File: src/rtl/filter_row_sched_pkg.sv
// Shared types and constants for the filter row scheduler.
// Optional per-row type input: FILTER_ROW_SCHED_TYPE_CFG_EN.
package filter_row_sched_pkg;

  localparam int SIZE_W_WD = 13;
  localparam int SIZE_H_WD = 13;
  localparam int TYPE_WD   = 3;

  localparam logic [TYPE_WD-1:0] FLT_NONE  = TYPE_WD'(0);
  localparam logic [TYPE_WD-1:0] FLT_SUB   = TYPE_WD'(1);
  localparam logic [TYPE_WD-1:0] FLT_UP    = TYPE_WD'(2);
  localparam logic [TYPE_WD-1:0] FLT_AVG   = TYPE_WD'(3);
  localparam logic [TYPE_WD-1:0] FLT_PAETH = TYPE_WD'(4);

  typedef enum logic [2:0] {
    ST_IDLE,
    ST_HEAD,
    ST_ROW,
    ST_GAP,
    ST_FIN
  } state_e;

  // Row 0 has no previous row, so any type that needs one falls back to Sub.
  function automatic logic [TYPE_WD-1:0] flt_type_fix(
    input logic [TYPE_WD-1:0] code,
    input logic               row0
  );
    logic [TYPE_WD-1:0] t;
    t = code;
    if (code > FLT_PAETH)
      t = FLT_NONE;
    else if (row0 && code != FLT_NONE)
      t = FLT_SUB;
    return t;
  endfunction

endpackage

File: src/rtl/filter_row_cnt.sv
// Column/row counter pair with last-pixel and last-row flags.
// Limits are stored as cfg-1 so a full-width width never wraps early.
module filter_row_cnt
  import filter_row_sched_pkg::*;
(
  input  logic                 clk,
  input  logic                 rst,
  input  logic                 load,
  input  logic [SIZE_W_WD-1:0] cfg_w,
  input  logic [SIZE_H_WD-1:0] cfg_h,
  input  logic                 inc_w,
  input  logic                 inc_h,
  output logic [SIZE_W_WD-1:0] cnt_w,
  output logic [SIZE_H_WD-1:0] cnt_h,
  output logic                 last_w,
  output logic                 last_h
);

  logic [SIZE_W_WD-1:0] lim_w;
  logic [SIZE_H_WD-1:0] lim_h;

  always_ff @(posedge clk or posedge rst) begin
    if (rst) begin
      lim_w <= '0;
      lim_h <= '0;
      cnt_w <= '0;
      cnt_h <= '0;
    end else if (load) begin
      lim_w <= cfg_w - 1'b1;
      lim_h <= cfg_h - 1'b1;
      cnt_w <= '0;
      cnt_h <= '0;
    end else begin
      if (inc_w)
        cnt_w <= last_w ? '0 : cnt_w + 1'b1;
      if (inc_h)
        cnt_h <= cnt_h + 1'b1;
    end
  end

  assign last_w = (cnt_w == lim_w);
  assign last_h = (cnt_h == lim_h);

endmodule

File: src/rtl/filter_row_sched.sv
// Row sequencer: frame start, per-row type slot, pixel pacing, drain gap.
// Define FILTER_ROW_SCHED_TYPE_CFG_EN to add the cfg_type_i input.
module filter_row_sched
  import filter_row_sched_pkg::*;
#(
  parameter int GAP_CYC = 2
) (
  input  logic                 clk,
  input  logic                 rst,
  input  logic [SIZE_W_WD-1:0] cfg_w_i,
  input  logic [SIZE_H_WD-1:0] cfg_h_i,
`ifdef FILTER_ROW_SCHED_TYPE_CFG_EN
  input  logic [TYPE_WD-1:0]   cfg_type_i,
`endif
  input  logic                 start_i,
  output logic                 busy_o,
  output logic                 done_o,
  input  logic                 src_val_i,
  output logic                 src_rdy_o,
  output logic                 flt_start_o,
  output logic                 flt_val_o,
  output logic                 row_head_o,
  output logic [TYPE_WD-1:0]   row_type_o,
  output logic [SIZE_W_WD-1:0] cnt_w_o,
  output logic [SIZE_H_WD-1:0] cnt_h_o,
  output logic                 bank_o
);

  localparam int GAP_WD = (GAP_CYC > 1) ? $clog2(GAP_CYC) : 1;
  localparam logic [GAP_WD-1:0] GAP_LAST = GAP_WD'(GAP_CYC - 1);

  state_e             state;
  state_e             state_nxt;
  logic [GAP_WD-1:0]  gap_cnt;
  logic               load;
  logic               zero_cfg;
  logic               xfer;
  logic               gap_last;
  logic               inc_h;
  logic               last_w;
  logic               last_h;
  logic [TYPE_WD-1:0] row_type;

  assign load     = (state == ST_IDLE) && start_i;
  assign zero_cfg = (cfg_w_i == '0) || (cfg_h_i == '0);
  assign xfer     = (state == ST_ROW) && src_val_i;
  assign gap_last = (gap_cnt == GAP_LAST);
  assign inc_h    = (state == ST_GAP) && gap_last;

  filter_row_cnt u_cnt (
    .clk    (clk),
    .rst    (rst),
    .load   (load),
    .cfg_w  (cfg_w_i),
    .cfg_h  (cfg_h_i),
    .inc_w  (xfer),
    .inc_h  (inc_h),
    .cnt_w  (cnt_w_o),
    .cnt_h  (cnt_h_o),
    .last_w (last_w),
    .last_h (last_h)
  );

  always_ff @(posedge clk or posedge rst) begin
    if (rst) begin
      state   <= ST_IDLE;
      gap_cnt <= '0;
    end else begin
      state <= state_nxt;
      if (state == ST_GAP && !gap_last)
        gap_cnt <= gap_cnt + 1'b1;
      else
        gap_cnt <= '0;
    end
  end

  always_comb begin
    state_nxt   = state;
    busy_o      = 1'b0;
    done_o      = 1'b0;
    src_rdy_o   = 1'b0;
    flt_start_o = 1'b0;
    row_head_o  = 1'b0;
    unique case (state)
      ST_IDLE: begin
        if (start_i) begin
          flt_start_o = 1'b1;
          state_nxt   = zero_cfg ? ST_FIN : ST_HEAD;
        end
      end
      ST_HEAD: begin
        busy_o     = 1'b1;
        row_head_o = 1'b1;
        state_nxt  = ST_ROW;
      end
      ST_ROW: begin
        busy_o    = 1'b1;
        src_rdy_o = 1'b1;
        if (src_val_i && last_w)
          state_nxt = last_h ? ST_FIN : ST_GAP;
      end
      ST_GAP: begin
        busy_o = 1'b1;
        if (gap_last)
          state_nxt = ST_HEAD;
      end
      ST_FIN: begin
        done_o    = 1'b1;
        state_nxt = ST_IDLE;
      end
      default: state_nxt = ST_IDLE;
    endcase
  end

`ifdef FILTER_ROW_SCHED_TYPE_CFG_EN
  assign row_type = flt_type_fix(cfg_type_i, cnt_h_o == '0);
`else
  assign row_type = (cnt_h_o == '0) ? FLT_SUB : FLT_UP;
`endif

  assign row_type_o = row_head_o ? row_type : '0;
  assign flt_val_o  = xfer;
  assign bank_o     = cnt_h_o[0];

endmodule
File: config.mk
export PLATFORM = sky130hd
export DESIGN_NAME = filter_row_sched
export DESIGN_NICKNAME = d
export VERILOG_FILES = /design/src/rtl/filter_row_sched_pkg.sv /design/src/rtl/filter_row_cnt.sv /design/src/rtl/filter_row_sched.sv
export SDC_FILE = /design/constraint.sdc
export NUM_CORES = 1
export LEC_CHECK = 0
export CAP_MARGIN = 15
export CORE_ASPECT_RATIO = 0.9
export CORE_MARGIN = 2
export CORE_UTILIZATION = 30
export CTS_CLUSTER_DIAMETER = 50
export DETAILED_ROUTE_END_ITERATION = 6
export PLACE_DENSITY = 0.61
export SKIP_LAST_GASP = 1
export SYNTH_ARGS = -nofsm -noshare
export SYNTH_HDL_FRONTEND = slang
export SYNTH_SLANG_ARGS = --single-unit
File: constraint.sdc
create_clock -name clk -period 1.6 [get_ports clk]
set_input_delay 0.32 -clock clk [delete_from_list [all_inputs] [get_ports clk]]
set_output_delay 0.32 -clock clk [all_outputs]
set_load 0.01 [all_outputs]
==> impl_metrics.prom <==
# TYPE chip_impl_metric gauge
chip_impl_metric{name="detail_route.drc_violations",unit=""} 0
chip_impl_metric{name="cts_inserted_buffers",unit=""} 5
chip_impl_info{name="setup.worst_path.class",value="flop to output port"} 1
chip_impl_metric{name="post_synthesis_instance_total",unit=""} 352
chip_impl_info{name="hp-class",value="input port to asynchronous set/reset pin"} 1
chip_impl_metric{name="finalPower",unit="mW"} 5.61
chip_impl_metric{name="grt_remaining_overflow",unit=""} 0
chip_impl_metric{name="floorplan.die_area",unit="mm^2"} 0.0119
chip_impl_metric{name="finalWirelength",unit="um"} 9160
chip_impl_info{name="commonest_cells_after_routing_fill_and_taps_aside",value="sky130_fd_sc_hd__buf_4, sky130_fd_sc_hd__dfrtp_1, sky130_fd_sc_hd__nand2_1"} 1
chip_impl_metric{name="dpl.cell_count",unit=""} 614
chip_impl_info{name="failing_checks",value="setup timing"} 1
chip_impl_metric{name="finish.net_count",unit=""} 558
chip_impl_metric{name="max-cap-violations",unit=""} 0
chip_impl_metric{name="cp.required",unit="ns"} 1.28
chip_impl_metric{name="worstPathBufferInverterCount",unit=""} 2
chip_impl_metric{name="stdcell_count",unit=""} 656
chip_impl_metric{name="area_added_between_synthesis_and_finish",unit="%"} 62.0
chip_impl_info{name="rsz0062_at_grt",value="true"} 1
chip_impl_metric{name="worst_setup_hold_path_clk_slew",unit="ns"} 0.07
chip_impl_metric{name="antenna_found_initial",unit=""} 0
chip_impl_metric{name="cp_max_fo",unit=""} 2
chip_impl_metric{name="synth-seq-area-share",unit=""} 0.424
chip_impl_metric{name="setup_viol_count_final",unit=""} 29
chip_impl_metric{name="area.sequential",unit="mm^2"} 0.00141
chip_impl_info{name="critical_path.endpoint_type",value="output port"} 1
chip_impl_metric{name="max-vdd-ir-drop",unit="mV"} 0.583
chip_impl_metric{name="syn-cell-area",unit="mm^2"} 0.00330
chip_impl_metric{name="clock_insertion_delay_worst_skew",unit="ns"} 0.29
chip_impl_metric{name="timing.fmax",unit="MHz"} 543
chip_impl_metric{name="floorplan.core_area",unit="mm^2"} 0.0108
chip_impl_info{name="start_kind",value="flop"} 1
chip_impl_metric{name="grt_start_max_net_pins",unit=""} 47
chip_impl_metric{name="boundaryPins",unit=""} 66
chip_impl_metric{name="hold_violations",unit=""} 0
chip_impl_metric{name="filler_cell_count",unit=""} 974
chip_impl_metric{name="finalCritPeriodShare",unit=""} 1.15
chip_impl_info{name="run_status",value="finished, violations left"} 1
chip_impl_info{name="slowest_stage",value="sky130_fd_sc_hd__dfrtp_1"} 1
chip_impl_metric{name="ant_nets",unit=""} 0
chip_impl_metric{name="antennaDiodeCount",unit=""} 0
chip_impl_info{name="cts_root_buffer",value="sky130_fd_sc_hd__clkbuf_16"} 1
chip_impl_metric{name="syn-num-nets",unit=""} 388
chip_impl_metric{name="critical_path_arrival",unit="ns"} 1.52
chip_impl_metric{name="clock_tree.buffer_depth",unit=""} 2
chip_impl_metric{name="synth_cell_type_count",unit=""} 51
chip_impl_metric{name="routed_via_density",unit=""} 4.66
chip_impl_metric{name="cpPeakStageDelay",unit="ns"} 0.40
chip_impl_info{name="cp_top_family",value="simple AND/OR/NAND/NOR gates"} 1
chip_impl_metric{name="place.detailed.hpwl",unit="um"} 6590
chip_impl_metric{name="ys_seq_elements",unit=""} 56
chip_impl_metric{name="ctsHoldBuffers",unit=""} 0
chip_impl_info{name="layout.cells.most_common",value="sky130_fd_sc_hd__buf_4"} 1
chip_impl_metric{name="port_buffers",unit=""} 64
chip_impl_metric{name="fin_ws",unit="ns"} -0.240
chip_impl_metric{name="skew",unit="ns"} 0.00584
chip_impl_metric{name="detailedRoute.firstIterationViolations",unit=""} 122
chip_impl_metric{name="global_route_wire_length_before_repair",unit="um"} 14600
chip_impl_metric{name="initial_utilization",unit=""} 0.307
chip_impl_metric{name="die_w",unit="um"} 115
chip_impl_metric{name="power.static_leakage",unit="nW"} 2.53
chip_impl_metric{name="detailedRoute.firstPassIterationCount",unit=""} 4
chip_impl_metric{name="final.min_clock_period",unit="ns"} 1.84
chip_impl_metric{name="maxSlewViolCount",unit=""} 0
chip_impl_metric{name="multiInputGateArea",unit="mm^2"} 0.00205
chip_impl_metric{name="die_h",unit="um"} 104
chip_impl_metric{name="powerDensity",unit="mW/mm^2"} 1050
chip_impl_metric{name="timing.setup.tns",unit="ns"} -2.33
chip_impl_info{name="crit_chain",value="inv_2 -> ha_4 -> nor4b_4 -> nand3_2 -> nor4_2 -> buf_2"} 1
chip_impl_metric{name="via_count_of_the_first_global_routing_pass",unit=""} 2989
chip_impl_metric{name="cts.htree.levels",unit=""} 2
chip_impl_metric{name="place.gp.congestion",unit=""} 0.840
chip_impl_metric{name="synthesis.area_per_instance",unit="um^2"} 9.39
chip_impl_metric{name="post_drt_wl_per_cell",unit="um"} 14.0
chip_impl_metric{name="gr-usage-all-layers",unit=""} 0.150
chip_impl_metric{name="placement_rows",unit=""} 36
chip_impl_info{name="cts_tree",value="yes"} 1
chip_impl_metric{name="num_vias",unit=""} 3059
chip_impl_metric{name="cts.sinks",unit=""} 56
chip_impl_metric{name="drive_gt1_frac",unit=""} 0.382
chip_impl_metric{name="yosys_warnings",unit=""} 0
## layer usage
| layer | vias to the layer above | part of all wire | global-route usage |
|---|---|---|---|
| met5 | - | 0 | 0 |
| met4 | 0 | 0.015 | 0.0383 |
| met3 | 13 | 0.032 | 0.0199 |
| met2 | 63 | 0.47 | 0.239 |
| met1 | 1449 | 0.49 | 0.216 |
| li1 | 1534 | - | - |
## Yosys cell counts (all sizes together)
cell type	count	area share
xor2	30	0.082
o21ai	27	0.043
a31oi	6	0.011
inv	11	0.012
o311a	1	0.0030
nor4	9	0.029
o31a	1	0.0027
nor2	43	0.053
and4b	1	0.0030
and2	4	0.0076
nand3	12	0.021
nand2b	1	0.0019
nor2b	1	0.0019
o31ai	4	0.0091
mux2i	1	0.0030
conb	1	0.0011
or3	7	0.018
clkbuf	7	0.0080
a21oi	7	0.011
a311oi	1	0.0027
a22o	1	0.0027
ha	6	0.023
or2	1	0.0019
a21boi	1	0.0023
nand4	12	0.027
nor3	6	0.011
nor4b	2	0.0053
buf	9	0.020
and3	5	0.011
or4	1	0.0034
dfrtp	56	0.42
nand2	42	0.048
xnor2	33	0.087
o41ai	1	0.0049
nand4b	1	0.0027
## cell families after synthesis
kind of cell             count (synthesis)  share of synthesized area
flip-flops                              56                      0.424
AND/OR/NAND/NOR                        148                      0.247
AO/OA/AOI/OAI                           50                     0.0924
adder cells (fa/ha/maj)                  6                     0.0227
other                                    1                    0.00113
XOR/XNOR                                63                      0.169
buffers and inverters                   27                     0.0409
multiplexers                             1                    0.00303
## worst reg2reg max path: cells and delay by family, from the launching register on
| family | cells | cell delay, ns |
|---|---|---|
| xor+xnor | 1 | 0.10 |
| simple gates | 4 | 0.72 |
| flops | 1 | 0.45 |
| buf+inv | 3 | 0.37 |
## path summary, 6_finish.rpt
| path | start | to | slack (ns) | cells after the start |
|---|---|---|---|---|
| max | u_cnt.cnt_h[1] | row_type_o[0] | -0.24 | 6 |
| min | rst | u_cnt.cnt_h[3] | 0.34 | 2 |
| max reg2reg | state[2] | u_cnt.cnt_h[7] | -0.15 | 8 |
| min reg2reg | gap_cnt | gap_cnt | 0.47 | 1 |
| max in group asynchronous | rst | u_cnt.cnt_w[1] | 0.82 | 3 |
| min in group clk | cfg_w_i[0] | u_cnt.lim_w[0] | 0.40 | 3 |
## area by class of cell
| cell class | count | share of cell area |
|---|---|---|
| Multi-Input combinational cell | 270 | 0.382 |
| Timing Repair Buffer | 178 | 0.287 |
| Sequential cell | 56 | 0.263 |
| Tap cell | 133 | 0.0311 |
| Clock buffer | 8 | 0.0273 |
| Inverter | 11 | 0.00935 |
## registers in the layout (all words and copies together), names as in the netlist
register / count
gap_cnt: 1
u_cnt.cnt_h: 13
u_cnt.lim_h: 13
u_cnt.lim_w: 13
state: 3
u_cnt.cnt_w: 13
## metrics by stage
stage                     hold WS, ns  utilization  area (um^2)  setup WS (ns)
after global routing            0.360        0.497         5350         -0.341
after global placement          0.435        0.433         4660         -0.470
after CTS                       0.356        0.470         5060         -0.262
final                           0.338        0.497         5350         -0.240
after floorplan                 0.400            -         3320         0.0109
after detailed placement        0.461        0.433         4660         -0.549
## power breakdown
group	switching (mW)	internal, mW
Sequential	0.303	1.80
Clock	0.488	0.626
Combinational	1.21	1.17
## repair_timing
item                                   in CTS  in global routing
setup endpoints to repair                  64                 47
endpoints found under the hold margin       0                  0
pin swaps                                  38                 35
buffers inserted                           19                 15
cloned                                      1                  0
gates resized for setup                   107                 55
Note: power is estimated with default switching activity, not from simulation.
